===== src/rtl/uart_rx_os.sv =====
// Oversampling UART receiver: tick divider, majority-vote bit sampler, frame FSM
// and a single-word output buffer with valid/ready handshake and overrun tracking.
//
// state  | meaning
// IDLE   | line idle, waiting for a low sample on a tick
// START  | validating start bit (false start returns to IDLE)
// DATA   | sampling data bits, LSB first
// PARITY | sampling and checking the parity bit
// STOP1  | first stop bit; frame completes here unless two stops
// STOP2  | second stop bit; frame completes at its vote
module uart_rx_os #(
  parameter int DIV_W   = 16,
  parameter int OS      = 16,
  parameter int MAX_LEN = 8
) (
  input  logic               clk,
  input  logic               rst,
  input  logic               en,
  input  logic [DIV_W-1:0]   divisor,
  input  logic [3:0]         length,
  input  logic               parity_en,
  input  logic               parity_odd,
  input  logic               stop2,
  input  logic               rx,
  output logic [MAX_LEN-1:0] data_out,
  output logic               data_valid,
  input  logic               data_ready,
  output logic               parity_err,
  output logic               frame_err,
  output logic               break_det,
  output logic               overrun,
  output logic               busy
);

  localparam int CW = $clog2(OS);
  localparam logic [CW-1:0] CNT_V0   = CW'(OS / 2 - 1);
  localparam logic [CW-1:0] CNT_V1   = CW'(OS / 2);
  localparam logic [CW-1:0] CNT_VOTE = CW'(OS / 2 + 1);
  localparam logic [CW-1:0] CNT_END  = CW'(OS - 1);
  localparam logic [3:0]    LEN_MAX  = 4'(MAX_LEN);

  typedef enum logic [2:0] {
    S_IDLE, S_START, S_DATA, S_PARITY, S_STOP1, S_STOP2
  } state_t;

  state_t state, state_nx;

  logic               rx_meta, rx_sync;
  logic [DIV_W-1:0]   div_cnt, div_m1;
  logic               tick;
  logic [CW-1:0]      samp_cnt;
  logic [3:0]         bit_idx;
  logic               v0, v1, maj;
  logic [3:0]         len_cfg, len_l;
  logic               par_en_l, par_odd_l, stop2_l;
  logic [MAX_LEN-1:0] data_sr, bit_mask;
  logic               par_bit, pe_acc, fe_acc, brk_acc;
  logic               at_vote, at_end, last_bit, done, done_q;

  always_ff @(posedge clk) begin
    if (rst) begin
      rx_meta <= 1'b1;
      rx_sync <= 1'b1;
    end else begin
      rx_meta <= rx;
      rx_sync <= rx_meta;
    end
  end

  // divisor 0 behaves as 1, so the terminal count is 0 in both cases
  assign div_m1 = (divisor == '0) ? '0 : divisor - DIV_W'(1);
  assign tick   = en && (div_cnt == div_m1);

  always_ff @(posedge clk) begin
    if (rst || !en)  div_cnt <= '0;
    else if (tick)   div_cnt <= '0;
    else             div_cnt <= div_cnt + DIV_W'(1);
  end

  always_comb begin
    len_cfg = length;
    if (length < 4'd5)         len_cfg = 4'd5;
    else if (length > LEN_MAX) len_cfg = LEN_MAX;
  end

  assign maj      = (v0 & v1) | (v0 & rx_sync) | (v1 & rx_sync);
  assign at_vote  = (samp_cnt == CNT_VOTE);
  assign at_end   = (samp_cnt == CNT_END);
  assign last_bit = (bit_idx == len_l - 4'd1);
  assign bit_mask = {{(MAX_LEN-1){1'b0}}, 1'b1} << bit_idx;
  assign busy     = (state != S_IDLE);

  always_ff @(posedge clk) begin
    if (rst) state <= S_IDLE;
    else     state <= state_nx;
  end

  always_comb begin
    state_nx = state;
    done     = 1'b0;
    if (!en) begin
      state_nx = S_IDLE;
    end else if (tick) begin
      case (state)
        S_IDLE:   if (!rx_sync) state_nx = S_START;
        S_START: begin
          if (at_vote && maj) state_nx = S_IDLE;
          else if (at_end)    state_nx = S_DATA;
        end
        S_DATA:   if (at_end && last_bit) state_nx = par_en_l ? S_PARITY : S_STOP1;
        S_PARITY: if (at_end) state_nx = S_STOP1;
        S_STOP1: begin
          if (at_vote && !stop2_l) begin
            state_nx = S_IDLE;
            done     = 1'b1;
          end else if (at_end) begin
            state_nx = S_STOP2;
          end
        end
        S_STOP2: begin
          if (at_vote) begin
            state_nx = S_IDLE;
            done     = 1'b1;
          end
        end
        default:  state_nx = S_IDLE;
      endcase
    end
  end

  always_ff @(posedge clk) begin
    if (rst) begin
      samp_cnt  <= '0;
      bit_idx   <= '0;
      v0        <= 1'b1;
      v1        <= 1'b1;
      len_l     <= 4'd5;
      par_en_l  <= 1'b0;
      par_odd_l <= 1'b0;
      stop2_l   <= 1'b0;
      data_sr   <= '0;
      par_bit   <= 1'b0;
      pe_acc    <= 1'b0;
      fe_acc    <= 1'b0;
      brk_acc   <= 1'b0;
      done_q    <= 1'b0;
    end else begin
      done_q <= done;
      if (tick) begin
        if (state == S_IDLE) begin
          // the detecting tick is sample 0 of the start bit
          samp_cnt <= CW'(1);
          if (state_nx == S_START) begin
            bit_idx   <= '0;
            len_l     <= len_cfg;
            par_en_l  <= parity_en;
            par_odd_l <= parity_odd;
            stop2_l   <= stop2;
            data_sr   <= '0;
            par_bit   <= 1'b0;
            pe_acc    <= 1'b0;
            fe_acc    <= 1'b0;
            brk_acc   <= 1'b0;
          end
        end else begin
          samp_cnt <= samp_cnt + CW'(1);
          if (samp_cnt == CNT_V0) v0 <= rx_sync;
          if (samp_cnt == CNT_V1) v1 <= rx_sync;
          if (at_vote) begin
            case (state)
              S_DATA:   if (maj) data_sr <= data_sr | bit_mask;
              S_PARITY: begin
                par_bit <= maj;
                pe_acc  <= maj != ((^data_sr) ^ par_odd_l);
              end
              S_STOP1: begin
                fe_acc  <= !maj;
                brk_acc <= (data_sr == '0) && !par_bit && !maj;
              end
              S_STOP2:  fe_acc <= fe_acc | !maj;
              default:  ;
            endcase
          end
          if (at_end && state == S_DATA) bit_idx <= bit_idx + 4'd1;
        end
      end
    end
  end

  always_ff @(posedge clk) begin
    if (rst) begin
      data_out   <= '0;
      data_valid <= 1'b0;
      parity_err <= 1'b0;
      frame_err  <= 1'b0;
      break_det  <= 1'b0;
      overrun    <= 1'b0;
    end else if (done_q) begin
      if (data_valid && !data_ready) begin
        overrun <= 1'b1;
      end else begin
        data_out   <= data_sr;
        parity_err <= pe_acc;
        frame_err  <= fe_acc;
        break_det  <= brk_acc;
        overrun    <= 1'b0;
        data_valid <= 1'b1;
      end
    end else if (data_valid && data_ready) begin
      data_valid <= 1'b0;
      parity_err <= 1'b0;
      frame_err  <= 1'b0;
      break_det  <= 1'b0;
      overrun    <= 1'b0;
    end
  end

endmodule


===== config.mk =====
export PLATFORM = sky130hd
export DESIGN_NAME = uart_rx_os
export DESIGN_NICKNAME = d
export VERILOG_FILES = /design/src/rtl/uart_rx_os.sv
export SDC_FILE = /design/constraint.sdc
export NUM_CORES = 1
export LEC_CHECK = 0
export CAP_MARGIN = 20
export CORE_MARGIN = 5
export CORE_UTILIZATION = 30
export CTS_BUF_LIST = sky130_fd_sc_hd__clkbuf_8 sky130_fd_sc_hd__clkbuf_16
export CTS_CLUSTER_DIAMETER = 200
export DETAILED_ROUTE_END_ITERATION = 6
export DONT_BUFFER_PORTS = 1
export REMOVE_ABC_BUFFERS = 1
export SLEW_MARGIN = 25
export SYNTH_ARGS = -nofsm -noshare
export SYNTH_HDL_FRONTEND = slang
export SYNTH_SLANG_ARGS = --single-unit
export TNS_END_PERCENT = 30

===== constraint.sdc =====
create_clock -name clk -period 4.6 [get_ports clk]
set_input_delay 0.69 -clock clk [delete_from_list [all_inputs] [get_ports clk]]
set_output_delay 0.69 -clock clk [all_outputs]
set_load 0.02 [all_outputs]

Word-level counts from Yosys, hierarchy flattened
Cells that the tools add are included. W data, S select, Z words.

Order comparisons: 2. Shifts and indexed selects: 1. Add/subtract/negate cells: 5. Muxes and demuxes: 51. Bitwise gates (word level): 12. Equal/unequal tests: 15. Reductions and logical operators: 40.

Operators by type and width (number): $mux W8 (5); $mux W3 (11); $mux W1 (25); $mux W4 (6); $pmux W3 S6 (1); $add A16 B1 Y16 const B (1); $eq A16 B16 Y1 (1); $logic_not A16 Y1 (1); $mux W16 (1); $sub A16 B1 Y16 const B (1); $reduce_bool A2 Y1 (7); $eq A4 B4 Y1 const B (3); $reduce_and A3 Y1 (4); $reduce_and A4 Y1 (3); $logic_and A1 B1 Y1 (9); $add A4 B1 Y4 const B (2); $logic_not A8 Y1 (1); $or A8 B8 Y8 (1); $reduce_xor A8 Y1 (1); $shl A1 B4 Y8 const A (1); $eq A3 B1 Y1 const B (2); $eq A3 B2 Y1 const B (2); $eq A3 B3 Y1 const B (2); $reduce_bool A3 Y1 (2); 20 further kinds (33).

Bits of input ports: 28. Bits in registers: 64.

Logic depth before layout (Yosys ltp)
Depth after elaboration: 11. Depth in mapped cells: 13. Depth with buffers taken out: 10.

Worst setup path before layout
Ideal clock, no wire load.

Path type: input to register. Start: input port divisor[0]. End: register samp_cnt[3]. Stages on the path: 12. Data arrival time: 3.511 ns. Setup slack: 1.018 ns. Path through: clkbuf_1 > inv_1 > ha_1 > or4b_4 > nor3_1 > mux2i_1 > o221ai_1 > nor4_2 > nand4_2 > buf_6 > or4_1 > a21oi_1.

Word-level cells in the longest chain between the ends: 4. Elaborated cells between the ends (all ways): 5. Classes of those cells: add/sub: 1; eq/ne: 1; mux: 1; reduce/logical: 2.

RTL lines: start: declaration (line 19) `input logic [DIV_W-1:0] divisor,`; $sub A16 B1 Y16 / $logic_not A16 Y1 (equally long branches) (line 71) `assign div_m1 = (divisor == '0) ? '0 : divisor - DIV_W'(1);`; $mux W16 * (line 71); $eq A16 B16 Y1 * (line 72) `assign tick = en && (div_cnt == div_m1);`; $logic_and A1 B1 Y1 * (line 72); end signal: assignment (line 166) `samp_cnt <= samp_cnt + CW'(1);`; end: declaration (line 51) `logic [CW-1:0] samp_cnt;`.

Every way passes the cells marked *; elsewhere a longest branch is shown, timed or not. A chain may end at the register's enable or synchronous reset.

Worst setup path after layout
Start: input port divisor[0]. End: register data_sr[6].

Word-level cells in the longest chain between the ends: 9. Elaborated cells between the ends (all ways): 10. Classes of those cells: add/sub: 1; eq/ne: 3; mux: 3; reduce/logical: 3.

RTL lines: $sub A16 B1 Y16 / $logic_not A16 Y1 (equally long branches) (line 71); $mux W16 * (line 71); $eq A16 B16 Y1 * (line 72); $logic_and A1 B1 Y1 * (line 72); $mux W3 (line 103) `end else if (tick) begin`; $mux W3 (line 101) `if (!en) begin`; $eq A3 B1 Y1 (line 153) `if (state_nx == S_START) begin`; $ne A2 B1 Y1 (no source line); $reduce_and A5 Y1 (no source line) *; end signal: assignment (line 171) `S_DATA: if (maj) data_sr <= data_sr | bit_mask;`; end: declaration (line 56) `logic [MAX_LEN-1:0] data_sr, bit_mask;`.

Marked as above.

==> summary.md <==
| Metric | Value |
|---|---|
| WS Path Type | input pin to flop |
| Crit start category | input pin |
| Postcts setup bufs | 0 |
| Worst Path Required | around 4.8 ns |
| Post-synthesis instance area | just over 4000 um^2 |
| Synth Instances | between 500 and 600 |
| 1st-iter DRT viols | roughly 290 |
| CTS tree | built |
| CP Buf/Inv Count | 2 |
| CP Max Fanout | 18 |
| Max Cap Viol | 0 |
| Post-synth EDFFs | 0 |
| Synth warnings | 0 |
| Final Cell Area | between 4000 and 5000 um^2 |
| Met3 WL | 707 um |
| Final WL | 10780 um |
| # IOs | 42 |
| Top routing layer in use | met4 |
| Final net count | approximately 550 |
| Dpl ws | about 0.45 ns |
| Hold buffers post-CTS | 0 |
| Tcrit/Tclk final | between 80% and 90% |
| Seq/Total Area, Yosys | 31.27% |
| DP Cell Count | 666 |
| Dominant cell type by area after synthesis | dfxtp_1 |
| CP max stage cell | or4b_4 |
| DIE AREA | ~16000 um^2 |
| Finish-stage setup viols | 0 |
| Rows | 42 |
| CP Capture Type | flop |
| Met1 Wirelength | 4959 um |
| Final setup TNS | 0 ns |
| Setup WS post-layout | between 0.7 and 0.8 ns |
| Critical-path cell list | inv_1 > ha_1 > or4b_4 > nor3_1 > mux2i_1 > o221ai_1 > nor4_2 > nand4_2 > buf_4 > o31ai_4 > a21oi_1 |
| Vias in the first global route | 3544 |
| Vias per inst | between 5 and 6 |
| Max frequency | between 0.2 and 0.3 GHz |
| CTS Sinks | between 60 and 70 |
| Worst Path Arrival | between 4 and 5 ns |
| CTS root buffer | clkbuf_16 |
| FF+latch area | 1281 um^2 |
| Slew Viols, Final | 0 |
| Clock Latency Late Sink | 0.34 ns |
| Worst-margin pin slew | ~0.88 ns |
| Initial antenna violation count | 1 |
| # DRC | 0 |
| Largest net degree at the start of global routing | 36 |
| Drt first pass iters | 5 |
| Status | complete, no violations |
| Placed inst area | 4208 um^2 |
| Clk buf depth | 2 |
| Syn_area_per_cell | 7.895 um^2 |
| First-pass GRT wire length | between 15000 and 20000 um |
| Max VDD drop | approximately 0.00019 V |
| Area growth syn-to-layout | 10.23% |
| Share of cells above drive strength 1 | 6.719% |
| Area of the multi-input gates | around 2600 um^2 |
| DR vias | between 3000 and 4000 |
| Hold Path Class | flop to flop |
| Slew margin rel. | 41.52% |
| Post-route minimum period | 3.852 ns |
| Lkg Pwr | approximately 1.4 nW |
| Core Region | about 13000 um^2 |
| Fillers | 1367 |
| H-tree depth | 3 |
| Met2 routed WL | around 5000 um |
| Die height | around 130 um |
| Final ANT Viol Nets | 0 |
| Post-CTS Resized | 0 |
| Die extent in x | between 100 and 150 um |
| RSZ-0062 raised after global routing | no |
| Async set-reset flop share out of synthesis | 0% |
| Gp weighted congestion | 0.9437 |
| Post-synth top area share | 31.27% |
| Drt wl/cell | around 16 um |
| CTS Buf Count | 9 |
| PortBufs | 0 |
| Clock-pin slew on the worst setup and hold paths | about 0.050 ns |
| Final hold violation count | 0 |
| GRT Util Overall | approximately 14% |
| Power per cell area | just under 300 nW/um^2 |
| GRT Residual Overflow | 0 |
| Starting Density | between 30% and 40% |
| Synth unique cells | 63 |
| Clock Skew | roughly 0.011 ns |
| Hpwl dp | between 7000 and 8000 um |
| Largest stage delay, worst path | around 0.56 ns |
| Cell family with most CP delay | simple AND/OR/NAND/NOR gates |
| Synth top area cells | dfxtp_1, a21oi_1, xnor2_1 |
| Yosys reg bits | 64 |
| Synth Flop Type | dfxtp_1 |
| Finished Layout Cells | around 680 |
-- cell usage after synthesis, types with 9 or more instances --
library cell  instances
inv_1                28
nor3_1               17
nor2_1               44
dfxtp_1              64
nand3_1              21
xnor2_1              23
nand2_1              37
nand4_1              19
and4_1                9
o31ai_1              21
ha_1                 16
clkbuf_1             25
or4_1                13
xor2_1               10
a21oi_1              43
-- report_power, final --
group	internal [mW]	switching, mW
sequential	0.556	0.00244
clock	0.436	0.262
combinational	0.0227	0.0310
-- cell usage in the layout (no fill, tap or decap), types with 9 or more instances in the layout --
cell	n
ha_1	16
o31ai_1	21
clkbuf_16	9
xnor2_1	23
nand2_1	37
nor2_1	44
nor3_1	17
inv_1	28
nand3_1	21
a21oi_1	43
xor2_1	10
nand4_1	19
dfxtp_1	64
or4_1	13
and4_1	9
-- flip-flops by register name, indices dropped and copies added, names as in the netlist, 3 cells and up --
| name | cells |
|---|---|
| bit_idx | 4 |
| samp_cnt | 4 |
| div_cnt | 16 |
| state | 3 |
| len_l | 4 |
| data_sr | 8 |
| data_out | 8 |
-- cell type report --
type | count | share of cell area [%]
Multi-Input combinational cell | 391 | 56.51
Inverter | 29 | 2.410
Timing Repair Buffer | 6 | 0.9972
Antenna cell | 1 | 0.05540
Tap cell | 176 | 4.875
Clock inverter | 6 | 1.496
Sequential cell | 64 | 28.37
Clock buffer | 10 | 5.291
-- stage by stage --
step                      total power [mW]  hold slack, ns  utilization [%]
after floorplan                     0.6115          0.3895                -
after global routing                 1.356          0.4094            33.97
after global placement              0.6231          0.3961            31.64
after detailed placement            0.6237          0.3993            31.65
final                                1.309          0.4111            33.97
after CTS                            1.318          0.4091            33.95
-- logic make-up after synthesis --
family / count (synthesis) / share of synthesized area [%]
buffers and inverters: 64 / 6.473
AND/OR/NAND/NOR: 211 / 28.40
XOR/XNOR: 33 / 7.053
multiplexers: 6 / 1.466
adder cells (fa/ha/maj): 17 / 5.130
flip-flops: 64 / 31.27
AO/OA/AOI/OAI: 124 / 20.21
-- worst paths after layout --
check	startpoint	endpoint	slack [ns]	cells past startpoint
max	divisor[0]	data_sr[6]$_SDFFE_PP0P_	0.75	11
min	rx_meta$_SDFF_PP1_	rx_sync$_SDFF_PP1_	0.41	1
max reg2reg	state[1]$_SDFF_PP0_	bit_idx[1]$_SDFFE_PP0P_	1.68	7
min reg2reg	rx_meta$_SDFF_PP1_	rx_sync$_SDFF_PP1_	0.41	1
-- metal layers --
layer	GRT usage, %	up-vias
met5	0	-
met4	5.678	0
met3	3.363	13
met2	20.92	125
met1	18.24	1774
li1	-	1878
Power figures use the tool's default switching activity.
